[config.mk]
export PLATFORM = sky130hd
export DESIGN_NAME = rob_core
export DESIGN_NICKNAME = d
export VERILOG_FILES = /design/src/rtl/rob_core.sv
export SDC_FILE = /design/constraint.sdc
export NUM_CORES = 2
export LEC_CHECK = 0
export ABC_AREA = 1
export CAP_MARGIN = 0
export CORE_MARGIN = 5
export CORE_UTILIZATION = 40
export CTS_CLUSTER_SIZE = 14
export DETAILED_ROUTE_END_ITERATION = 10
export HOLD_SLACK_MARGIN = 0.02
export PLACE_DENSITY = 0.57
export RECOVER_POWER = 50
export SLEW_MARGIN = 20
export SYNTH_ARGS = -nofsm -noshare
export SYNTH_HDL_FRONTEND = slang
export SYNTH_SLANG_ARGS = --single-unit
[constraint.sdc]
create_clock -name clk_in -period 46.5 [get_ports clk_in]
set_clock_uncertainty 0.1 [all_clocks]
set_input_delay 6.975 -clock clk_in [delete_from_list [all_inputs] [get_ports clk_in]]
set_output_delay 6.975 -clock clk_in [all_outputs]
set_load 0.02 [all_outputs]
[src/rtl/rob_core.sv]
// Reorder buffer: in-order allocate/commit circular buffer with a one-cycle mispredict flush.
// Optional define ROB_WB_FORWARD_EN forwards a same-cycle writeback onto the operand query ports.
module rob_core #(
    parameter int ROB_SIZE_BIT = 3
) (
    input  logic                    clk_in,
    input  logic                    rst_in,
    input  logic                    rdy_in,
    input  logic                    issue_valid,
    input  logic                    issue_has_rd,
    input  logic [4:0]              issue_rd,
    input  logic                    issue_ready,
    input  logic                    issue_mispred,
    input  logic [31:0]             issue_val,
    input  logic [31:0]             issue_target,
    output logic                    rob_full,
    output logic [ROB_SIZE_BIT-1:0] issue_tag,
    input  logic                    wb_valid,
    input  logic [ROB_SIZE_BIT-1:0] wb_tag,
    input  logic [31:0]             wb_val,
    input  logic [31:0]             wb_target,
    input  logic                    wb_mispred,
    output logic                    is_update_dep,
    output logic [4:0]              update_dep_id,
    output logic [ROB_SIZE_BIT-1:0] update_dep,
    output logic                    is_update_val,
    output logic [4:0]              update_val_id,
    output logic [ROB_SIZE_BIT-1:0] update_val_dep,
    output logic [31:0]             update_val,
    output logic                    rob_clear,
    output logic [31:0]             clear_pc,
    input  logic [ROB_SIZE_BIT-1:0] qry1_tag,
    input  logic [ROB_SIZE_BIT-1:0] qry2_tag,
    output logic                    qry1_ready,
    output logic                    qry2_ready,
    output logic [31:0]             qry1_val,
    output logic [31:0]             qry2_val
);

    localparam int ROB_SIZE = 1 << ROB_SIZE_BIT;
    localparam logic [ROB_SIZE_BIT:0] FULL_COUNT = (ROB_SIZE_BIT + 1)'(ROB_SIZE);

    logic [ROB_SIZE_BIT-1:0] head;
    logic [ROB_SIZE_BIT-1:0] tail;
    logic [ROB_SIZE_BIT:0]   count;
    logic                    clear_pending;
    logic [31:0]             clear_target;

    logic [ROB_SIZE-1:0] busy;
    logic [ROB_SIZE-1:0] ready;
    logic [ROB_SIZE-1:0] has_rd;
    logic [ROB_SIZE-1:0] mispred;
    logic [4:0]          ent_rd     [ROB_SIZE];
    logic [31:0]         ent_val    [ROB_SIZE];
    logic [31:0]         ent_target [ROB_SIZE];

    logic do_issue;
    logic do_commit;
    logic wb_hit;

    assign rob_full  = (count == FULL_COUNT) || clear_pending;
    assign issue_tag = tail;
    assign do_issue  = rdy_in && issue_valid && !rob_full;
    assign do_commit = rdy_in && !clear_pending && busy[head] && ready[head];
    assign wb_hit    = rdy_in && !clear_pending && wb_valid && busy[wb_tag];

    always_ff @(posedge clk_in or posedge rst_in) begin
        if (rst_in) begin
            head          <= '0;
            tail          <= '0;
            count         <= '0;
            clear_pending <= 1'b0;
            clear_target  <= '0;
            busy          <= '0;
            ready         <= '0;
            has_rd        <= '0;
            mispred       <= '0;
            for (int unsigned i = 0; i < ROB_SIZE; i++) begin
                ent_rd[i]     <= '0;
                ent_val[i]    <= '0;
                ent_target[i] <= '0;
            end
        end else if (rdy_in) begin
            if (clear_pending) begin
                head          <= '0;
                tail          <= '0;
                count         <= '0;
                busy          <= '0;
                ready         <= '0;
                clear_pending <= 1'b0;
            end else begin
                if (wb_hit) begin
                    ready[wb_tag]      <= 1'b1;
                    ent_val[wb_tag]    <= wb_val;
                    mispred[wb_tag]    <= wb_mispred;
                    ent_target[wb_tag] <= wb_target;
                end
                // Commit reads the pre-writeback head fields; a busy head is never the issue slot.
                if (do_commit) begin
                    busy[head] <= 1'b0;
                    head       <= head + 1'b1;
                    if (mispred[head]) begin
                        clear_pending <= 1'b1;
                        clear_target  <= ent_target[head];
                    end
                end
                if (do_issue) begin
                    busy[tail]       <= 1'b1;
                    ready[tail]      <= issue_ready;
                    has_rd[tail]     <= issue_has_rd;
                    mispred[tail]    <= issue_mispred;
                    ent_rd[tail]     <= issue_rd;
                    ent_val[tail]    <= issue_val;
                    ent_target[tail] <= issue_target;
                    tail             <= tail + 1'b1;
                end
                case ({do_issue, do_commit})
                    2'b10:   count <= count + 1'b1;
                    2'b01:   count <= count - 1'b1;
                    default: ;
                endcase
            end
        end
    end

    always_comb begin
        is_update_dep  = 1'b0;
        update_dep_id  = '0;
        update_dep     = '0;
        is_update_val  = 1'b0;
        update_val_id  = '0;
        update_val_dep = '0;
        update_val     = '0;
        if (do_issue && issue_has_rd && (issue_rd != 5'd0)) begin
            is_update_dep = 1'b1;
            update_dep_id = issue_rd;
            update_dep    = tail;
        end
        if (do_commit && has_rd[head] && (ent_rd[head] != 5'd0)) begin
            is_update_val  = 1'b1;
            update_val_id  = ent_rd[head];
            update_val_dep = head;
            update_val     = ent_val[head];
        end
        rob_clear = rdy_in && clear_pending;
        clear_pc  = rob_clear ? clear_target : '0;
    end

    always_comb begin
        qry1_ready = busy[qry1_tag] && ready[qry1_tag];
        qry1_val   = ent_val[qry1_tag];
        qry2_ready = busy[qry2_tag] && ready[qry2_tag];
        qry2_val   = ent_val[qry2_tag];
`ifdef ROB_WB_FORWARD_EN
        if (wb_valid && (wb_tag == qry1_tag) && busy[qry1_tag]) begin
            qry1_ready = 1'b1;
            qry1_val   = wb_val;
        end
        if (wb_valid && (wb_tag == qry2_tag) && busy[qry2_tag]) begin
            qry2_ready = 1'b1;
            qry2_val   = wb_val;
        end
`endif
    end

endmodule

==> results.json <==
{
  "wl_per_cell_um": 23.8,
  "placed_cell_area_um2": 51700,
  "postRouteAntennaNets": 0,
  "antenna_found_initial": 4,
  "grt_pass1_vias": 52100,
  "synth-seq-cells": 627,
  "cp_max_fo": 117,
  "yosysWarnings": 0,
  "setup_violations": 0,
  "ff2ff_path_depth": 11,
  "setup_tns_ps": 0,
  "postLayoutCellArea_um2": 54400,
  "syn-num-nets": 8161,
  "timing.fmax_mhz": 47.6,
  "worst-endpoint-required_ps": 39430,
  "finalPower_uw": 3180,
  "synth_most_common_cell": "nand2_1",
  "ys_seq_area_share_pct": 32.3,
  "regArea_um2": 15700,
  "synth_cells": 8006,
  "avgSynthCellArea_um2": 6.06,
  "synth_top_flop_cell": "dfrtp_1",
  "nets": 7959,
  "synth_edf_count": 0,
  "power_density_nw_per_um2": 58.5,
  "rows": 127,
  "layout-drive-gt1-share_pct": 3.81,
  "drc_errors": 0,
  "cts_sinks": 627,
  "firstDrtPassIters": 8,
  "vias_per_cell": 6.04,
  "slew_violations": 1510,
  "p_leak_uw": 0.0264,
  "yosys-top-cells-count": "3011 x nand2_1, 1069 x nand3_1, 846 x o21ai_0",
  "grt_overflow": 0,
  "multiInputGateArea_um2": 28700,
  "grt_max_degree": 188,
  "path_class": "in2out",
  "start_kind": "input port",
  "drv_cap": 31,
  "cts_buffers": 84,
  "fill_cells": 12600,
  "worstPathArrival_ps": 13950,
  "wirelength_um": 225000,
  "io_pins": 304,
  "io_buffers": 303,
  "dieArea_um2": 128000,
  "gr-usage-all-layers_pct": 33.7,
  "netlist-cell-type-count": 41,
  "slew_headroom_pct": -220,
  "initial_core_util_pct": 40.3,
  "min_period_ps": 21030,
  "synth_area_leaders": "dfrtp_1 32%, nand2_1 23%, nand3_1 11%",
  "cts_max_level": 3,
  "cts_resized": 0,
  "die_x_um": 358,
  "setup.worst_path.end_class": "output port",
  "fin_crit_sh_pct": 45.2,
  "status": "complete, but fails checks",
  "core_um2": 120000,
  "syn_area_um2": 48500,
  "clkSlewWorstSetupHoldPaths_ps": 50,
  "tritoncts": "yes",
  "vias": 57200,
  "detailed_place_hpwl_um": 119000,
  "hold_buffers": 0,
  "irDropWorstVdd_mv": 0.0497,
  "grt_setup_unrepaired": "no",
  "min_path_type": "reg2reg",
  "tightest_slew_ps": 4800,
  "grt_pass1_wl_um": 335000,
  "synth_top_area_share_pct": 32.3,
  "finalWeightedCongestion": 0.854,
  "hold_violations": 0,
  "async_flop_share_pct": 100,
  "synth_top_area_cell": "dfrtp_1",
  "ctsLongestPathBuffers": 3,
  "worstHoldPathCells": 2,
  "root_buffer": "clkbuf_16",
  "syn2layout_area_growth_pct": 12.0,
  "dp_slack_ps": 28100,
  "die_y_um": 358,
  "setup_slack_ps": 25470,
  "drtIter0Drc": 8002,
  "insertion_delay_ps": 690,
  "violations": "max-capacitance violations, max-slew violations",
  "post_cts_buffers": 0
}
[critical path, cell delays in order]
cell,delay [ps]
dlygate4sd3_1,770
nand2_1,2370
a21oi_1,880
nand2_1,100
nor2_1,190
nand2_1,160
nor4_1,400
nand2_2,360
buf_4,400
nor2_1,580
clkdlybuf4s50_1,730
[registers in the layout, indices dropped and copies added (netlist names)]
signal         cells
ent_target       256
ent_val          256
ent_rd            40
clear_target      32
busy               8
has_rd             8
mispred            8
ready              8
count              4
head               3
issue_tag          3
clear_pending      1
[metrics by stage]
step	utilization [%]	hold slack, ps	instances
floorplan	-	353	8006
detailed placement	43.0	374	9330
global route	45.2	396	9485
CTS	45.3	388	9484
finish	45.2	384	9486
global placement	43.0	367	9330
[path summary, 6_finish.rpt]
path | to | slack (ps) | start
min in group asynchronous | ent_val[136]$_DFFE_PP0P_ | 8070 | rst_in
worst max register to register | ent_val[197]$_DFFE_PP0P_ | 35310 | clear_pending$_DFFE_PP0P_
worst min-delay path | ent_rd[33]$_DFFE_PP0P_ | 380 | ent_rd[33]$_DFFE_PP0P_
worst max-delay path | update_val_dep[0] | 25470 | rdy_in
worst min register to register | ent_rd[33]$_DFFE_PP0P_ | 380 | ent_rd[33]$_DFFE_PP0P_
max in group asynchronous | ent_target[234]$_DFFE_PP0P_ | 28020 | rst_in
[placed cells by master, fill, tap and decap left out, types with 6 or more instances in the layout]
cell type        Yosys  layout
clkbuf_1           451      43
inv_4                0       7
a31oi_1             69      69
a22oi_1             41      41
o221ai_1            29      29
inv_1              334     324
o211ai_1            57      57
clkdlybuf4s50_1      0     291
clkinv_2             0      13
nor2_1             224     225
nor4_1              10      10
a21oi_2             20      20
nor3_1              12      11
clkbuf_8             0      24
o21ai_1             18      13
dlygate4sd3_1        0       6
nand2_1           3011    3007
buf_4               17      79
nand4_1             28      28
a21oi_1            706     706
nand2_2              6       7
or4_1               10      10
inv_2               24      23
o21ai_0            846     851
nand3_1           1069    1064
a221oi_1            34      34
clkbuf_16            0      84
a22o_1               6       6
o22ai_1             97      97
dfrtp_1            627     627
[cell families (layout without fill, tap and decap cells)]
family | count (synthesis) | after routing | synth area share [%]
other | 0 | 2 | 0
and+or+nand+nor | 4385 | 4385 | 37.1
AOI/OAI and AO/OA | 1934 | 1934 | 21.6
DFF | 627 | 627 | 32.3
buffers and inverters | 1053 | 919 | 8.76
adders and majority gates | 4 | 4 | 0.103
xor gates and xnor gates | 3 | 3 | 0.0542
[routing by layer]
layer / vias to the layer above / share of wire [%] / track usage (%)
li1: 26300 / - / -
met1: 27000 / 40 / 45.0
met2: 3357 / 45 / 53.8
met3: 611 / 10 / 5.70
met4: 0 / 5.2 / 14.9
met5: - / 0 / 0
[report_power, final]
part           internal, uW  total (uW)  switching, uW  leakage (uW)
sequential              784        1070            286       0.00822
combinational           498        1430            930        0.0168
clock                   395         680            285       0.00139
[cell type report]
| type | count | share of cell area, % |
|---|---|---|
| multi-input cells | 6326 | 52.8 |
| repair buffers | 406 | 6.90 |
| flip-flops and latches | 627 | 28.9 |
| diodes | 2 | 0.00921 |
| well taps | 1612 | 3.71 |
| clock inverters | 25 | 0.562 |
| clock buffers | 129 | 4.62 |
| inverters | 359 | 2.52 |
No activity file was read; power rests on OpenSTA's default activity.
